--- config.mk ---
export PLATFORM = sky130hd
export DESIGN_NAME = uart_cmd_responder
export DESIGN_NICKNAME = d
export VERILOG_FILES = /design/src/rtl/uart_cmd_responder.sv
export SDC_FILE = /design/constraint.sdc
export NUM_CORES = 1
export LEC_CHECK = 0
export BUFFER_PORTS_ARGS = -buffer_cell sky130_fd_sc_hd__buf_2
export CORE_MARGIN = 1.5
export CORE_UTILIZATION = 30
export DETAILED_ROUTE_END_ITERATION = 7
export GPL_TIMING_DRIVEN = 0
export SLEW_MARGIN = 20
export SYNTH_ARGS = -nofsm -noshare
export SYNTH_HDL_FRONTEND = slang
export SYNTH_SLANG_ARGS = --single-unit
--- constraint.sdc ---
create_clock -name clk -period 2.08 [get_ports clk]
set_input_delay 0.104 -clock clk [delete_from_list [all_inputs] [get_ports clk]]
set_output_delay 0.104 -clock clk [all_outputs]
set_load 0.01 [all_outputs]
--- src/rtl/uart_cmd_responder.sv ---
// uart_cmd_responder: device-side command engine for the UART register-access
// protocol. Parses CMD/ADDR_H/ADDR_L[/data] frames from the UART receiver,
// issues single or burst 16-bit register writes/reads on the local bus, and
// returns read data (MSB first) or a write acknowledge byte to the transmitter.
//
// Optional feature macro: UART_CMD_TIMEOUT_EN
//   defined   : a partial frame is abandoned after TIMEOUT_CYCLES idle clocks
//               between received bytes; frame_err pulses for one cycle.
//   undefined : the parser waits indefinitely and frame_err is tied low.
module uart_cmd_responder #(
`ifdef UART_CMD_TIMEOUT_EN
  parameter int          TIMEOUT_CYCLES = 100000,
`endif
  parameter logic [7:0]  WR_ACK         = 8'hA5
) (
  input  logic        clk,
  input  logic        rst_n,
  input  logic [7:0]  rx_data,
  input  logic        rx_valid,
  output logic [7:0]  tx_data,
  output logic        tx_valid,
  input  logic        tx_ready,
  output logic [15:0] bus_addr,
  output logic        bus_wr,
  output logic [15:0] bus_wdata,
  output logic        bus_rd,
  input  logic [15:0] bus_rdata,
  output logic        busy,
  output logic        frame_err
);

  typedef enum logic [3:0] {
    IDLE, ADDR_H, ADDR_L, WDATA_H, WDATA_L, WRITE,
    RD_ISSUE, RD_WAIT, TX_H, TX_L, TX_ACK
  } state_t;

  state_t     state;
  logic       is_wr;     // latched CMD[7]
  logic [3:0] word_cnt;  // words remaining after the current one
  logic [7:0] rd_lo;     // low byte of the read word; high byte goes straight to tx_data

`ifdef UART_CMD_TIMEOUT_EN
  localparam int TO_W = (TIMEOUT_CYCLES > 1) ? $clog2(TIMEOUT_CYCLES) : 1;
  logic [TO_W-1:0] to_cnt;
`else
  assign frame_err = 1'b0;
`endif

  // The frame always ends in IDLE, so busy is a direct decode of the state register.
  assign busy = (state != IDLE);

  // Frame parser, bus sequencer and transmit handshake in one registered FSM.
  always_ff @(posedge clk or negedge rst_n) begin
    if (!rst_n) begin
      state     <= IDLE;
      is_wr     <= 1'b0;
      word_cnt  <= 4'd0;
      rd_lo     <= 8'h00;
      tx_data   <= 8'h00;
      tx_valid  <= 1'b0;
      bus_addr  <= 16'h0000;
      bus_wr    <= 1'b0;
      bus_wdata <= 16'h0000;
      bus_rd    <= 1'b0;
`ifdef UART_CMD_TIMEOUT_EN
      to_cnt    <= '0;
      frame_err <= 1'b0;
`endif
    end else begin
      // NOTE: strobes default low every cycle and are raised only by the state
      // that owns them, which makes them exactly one cycle wide; all state uses
      // non-blocking assignments so every register updates from pre-edge values.
      bus_wr <= 1'b0;
      bus_rd <= 1'b0;
`ifdef UART_CMD_TIMEOUT_EN
      frame_err <= 1'b0;
`endif
      unique case (state)
        IDLE: if (rx_valid) begin
          is_wr    <= rx_data[7];
          word_cnt <= rx_data[3:0];
          state    <= ADDR_H;
        end
        ADDR_H: if (rx_valid) begin
          bus_addr[15:8] <= rx_data;
          state          <= ADDR_L;
        end
        ADDR_L: if (rx_valid) begin
          bus_addr[7:0] <= rx_data;
          if (is_wr) begin
            state <= WDATA_H;
          end else begin
            // Raise bus_rd on entry so it is high during RD_ISSUE itself.
            bus_rd <= 1'b1;
            state  <= RD_ISSUE;
          end
        end
        WDATA_H: if (rx_valid) begin
          bus_wdata[15:8] <= rx_data;
          state           <= WDATA_L;
        end
        WDATA_L: if (rx_valid) begin
          bus_wdata[7:0] <= rx_data;
          bus_wr         <= 1'b1;
          state          <= WRITE;
        end
        WRITE: begin
          bus_addr <= {bus_addr[15:12], bus_addr[11:0] + 12'd1};
          if (word_cnt == 4'd0) begin
            tx_data  <= WR_ACK;
            tx_valid <= 1'b1;
            state    <= TX_ACK;
          end else begin
            word_cnt <= word_cnt - 4'd1;
            state    <= WDATA_H;
          end
        end
        RD_ISSUE: state <= RD_WAIT;
        RD_WAIT: begin
          // bus_rdata is valid this cycle, one after the bus_rd strobe.
          rd_lo    <= bus_rdata[7:0];
          tx_data  <= bus_rdata[15:8];
          tx_valid <= 1'b1;
          state    <= TX_H;
        end
        TX_H: if (tx_ready) begin
          tx_data <= rd_lo;
          state   <= TX_L;
        end
        TX_L: if (tx_ready) begin
          tx_valid <= 1'b0;
          bus_addr <= {bus_addr[15:12], bus_addr[11:0] + 12'd1};
          if (word_cnt == 4'd0) begin
            state <= IDLE;
          end else begin
            word_cnt <= word_cnt - 4'd1;
            bus_rd   <= 1'b1;
            state    <= RD_ISSUE;
          end
        end
        TX_ACK: if (tx_ready) begin
          tx_valid <= 1'b0;
          state    <= IDLE;
        end
        default: state <= IDLE;
      endcase
`ifdef UART_CMD_TIMEOUT_EN
      // Inter-byte idle timer; only the receive-side states can stall on the host.
      if (state inside {ADDR_H, ADDR_L, WDATA_H, WDATA_L}) begin
        if (rx_valid) begin
          to_cnt <= '0;
        end else if (to_cnt == TO_W'(TIMEOUT_CYCLES - 1)) begin
          to_cnt    <= '0;
          frame_err <= 1'b1;
          state     <= IDLE;
        end else begin
          to_cnt <= to_cnt + 1'b1;
        end
      end else begin
        to_cnt <= '0;
      end
`endif
    end
  end

endmodule

==> flow_summary_export.csv <==
group,metric,value,unit
placed_design,routability_congestion_estimate,0.8931,
routing,vias,2871,
power,leakage,1.804,nW
synth,ys_async_sr_fraction,100.0,%
grt,top_usage_layer,"met2",
floorplanning,row_count,37,
floorplanning,die_area,11460,um2
floorplanning,die_x,107.1,um
synth,synth-seq-area-share,46.22,%
synth,synthDominantAreaCellType,"dfrtp_1",
cells_and_area,antenna-diode-count,0,
grt,met3_demand_to_capacity_share_in_global_routing,4.073,%
sta,layout_min_cycle_time,1.925,ns
synth,number_of_enable_flip_flop_cells_after_synthesis,0,
setup_path,timing.critical_path.required,2.30,ns
synth,synth_ff_type,"dfrtp_1",
cells_and_area,area.growth.synth_to_final,26.12,%
cts,cts_buffers,9,
sta,final_max_slew_violation_count,0,
setup_path,worst-endpoint-arrival,2.14,ns
cts,clock_sinks,60,
routing,residual_drc,0,
setup_path,worst_setup_start_kind,"register",
routing,detail_route.wirelength,8760,um
floorplanning,boundaryPins,73,
routing,post_drt_via_cell_ratio,5.427,
cts,cts-root-buf,"clkbuf_8",
sta,fraction_of_the_cycle_the_final_worst_path_needs,92.56,%
run_status,run_status,"complete, no violations",
floorplanning,initial_utilization,31.18,%
routing,drt_iter0_markers,244,
floorplanning,die-height,107.1,um
synth,post_synth_most_frequent_cells,"dfrtp_1 (60), mux2_2 (39), nand2_1 (16), a21oi_1 (13)",
worst_hold_path,hp-class,"primary input to register",
routing,wl_per_cell,16.56,um
cts,clock_tree_from_tritoncts,"built",
setup_path,path_class,"register to register",
sta,timing_worst_slew_pin_value,0.7670,ns
sta,rsz0062_at_grt,"no",
synth,postSynthAreaPerCell,10.97,um2
placed_design,dpl.hpwl,6251,um
placed_design,dpl.cell_count,503,
synth,synth_top_area_share,46.22,%
cts,clockBufferDepth,2,
grt,antenna_found_initial,0,
routing,drt.antenna.violating_nets,0,
grt,global_route.overflow_total,0,
setup_path,worst_setup_path_end_kind,"register",
cells_and_area,nets,418,
grt,grt_pass1_vias,2909,
synth,netlist-cell-type-count,65,
placed_design,count_of_buffers_inserted_at_the_top_level_ports,71,
sta,relSlewSlack,48.87,%
sta,max_freq,519.4,MHz
synth,yosys_register_bits,60,
grt,use_met1,20.11,%
cts,htreeDepth,3,
synth,synth_top_cells_by_area,"dfrtp_1 (46%), mux2_2 (14%), o22a_1 (2.2%)",
cells_and_area,drive_gt1_share,39.19,%
grt,grt_first_pass_wirelength,14410,um
synth,synthesis.yosys.warnings,0,
sta,timing.setup.tns,0,ns
sta,final-hold-violation-count,0,
grt,groute.layer.met2.usage,24.75,%
power,power.ir.vdd_worst,0.7740,mV
cts,insertion_delay,0.35,ns
power,power.density,1490,nW/um2
job,cap_violations,0,
floorplanning,core_region_area,10420,um2
synth,syn-cell-area,3248,um2
synth,postSynthCellCount,296,
sta,setup_viol_count_final,0,
synth,synth.net_count,326,
routing,dr.pass1.iters,5,
cells_and_area,final_cells,529,
synth,yosys.cell_count.top_type,"dfrtp_1",
cts,clk_transition_reported_paths,0.07,ns
setup_path,cp_max_fo,10,
sta,fin_worst_skew,0.01358,ns
grt,track_usage,16.16,%
grt,largest_net_degree_at_the_start_of_global_routing,61,
registers in the layout (all words and copies together), names as in the netlist:
signal / cells
bus_rd: 1
bus_wr: 1
state: 4
tx_valid: 1
rd_lo: 8
is_wr: 1
bus_addr: 16
word_cnt: 4
tx_data: 8
bus_wdata: 16
critical path: stages, from the launching register on:
cell     delay (ns)
dfrtp_1        0.36
buf_4          0.18
buf_6          0.15
nor2b_2        0.25
nand3_1        0.43
mux2_2         0.43
per-stage QoR:
step           power [mW]  worst slack, ns  hold slack [ns]  area (um2)  utilization (%)
6_report            6.103           0.1548          0.05180        4096            39.33
4_1_cts             6.108          0.07668          0.03681        4081            39.18
3_3_place_gp        4.893         -0.02744           0.3372        3774            36.23
2_1_floorplan       4.004           0.3214          -0.1916        3248                -
3_5_place_dp        4.964         -0.04565           0.2350        3776            36.25
5_1_grt             6.528          0.04660          0.04579        4096            39.33
placed cells by master (no fill, tap or decap), types with 8 or more instances in the layout:
cell / instances
a31oi_1: 8
a22oi_1: 8
dlygate4sd3_1: 9
clkbuf_8: 10
nand2_1: 16
a21oi_1: 13
buf_2: 77
o22a_1: 8
dfrtp_1: 60
o21ai_0: 10
nor2_1: 11
mux2_2: 39
nand3_1: 11
layer usage:
layer	part of all wire [%]	routed length [um]
met1	44	3872
met2	46	4024
met3	6.3	552
met4	3.6	311
met5	0	0
path summary, 6_finish.rpt:
kind / slack [ns] / endpoint / startpoint / cells after the start
max in group asynchronous: 1.19 / bus_addr[3] / rst_n / 2
worst max register to register: 0.15 / bus_wdata[7] / state[3] / 5
min in group asynchronous: 0.37 / tx_data[3] / rst_n / 2
worst min-delay path: 0.05 / bus_wdata[9] / rx_data[1] / 2
worst max-delay path: 0.15 / bus_wdata[7] / state[3] / 5
worst min register to register: 0.51 / bus_wdata[15] / bus_wdata[15] / 1
repair_timing:
item	CTS	global route
resized for setup	1	1
endpoints found under the setup margin	4	10
gates cloned	0	0
hold buffers	9	0
setup buffers	0	1
hold endpoints to repair	68	0
power breakdown:
part	internal, mW	switching [mW]
Sequential	1.69	0.419
Clock	0.596	0.505
Combinational	1.34	1.56
logic make-up after synthesis:
kind of cell    count (synthesis)  synth area share [%]
compound gates                 83                 18.45
xor+xnor                        2                 1.117
fa+ha+maj                       2                0.7703
buf+inv                        25                 4.199
flops                          60                 46.22
mux                            41                 14.18
other cells                     1                0.1155
simple gates                   82                 14.95
area by class of cell:
class,count,area (um2)
Sequential cell,60,1501
Inverter,7,26.28
Buffer,18,110.1
Timing Repair Buffer,81,455.4
Multi-Input combinational cell,211,1624
Clock buffer,10,137.6
Tap cell,136,170.2
Clock inverter,6,71.32
Fill cell,1050,6320
(Power assumes the default switching activity.)
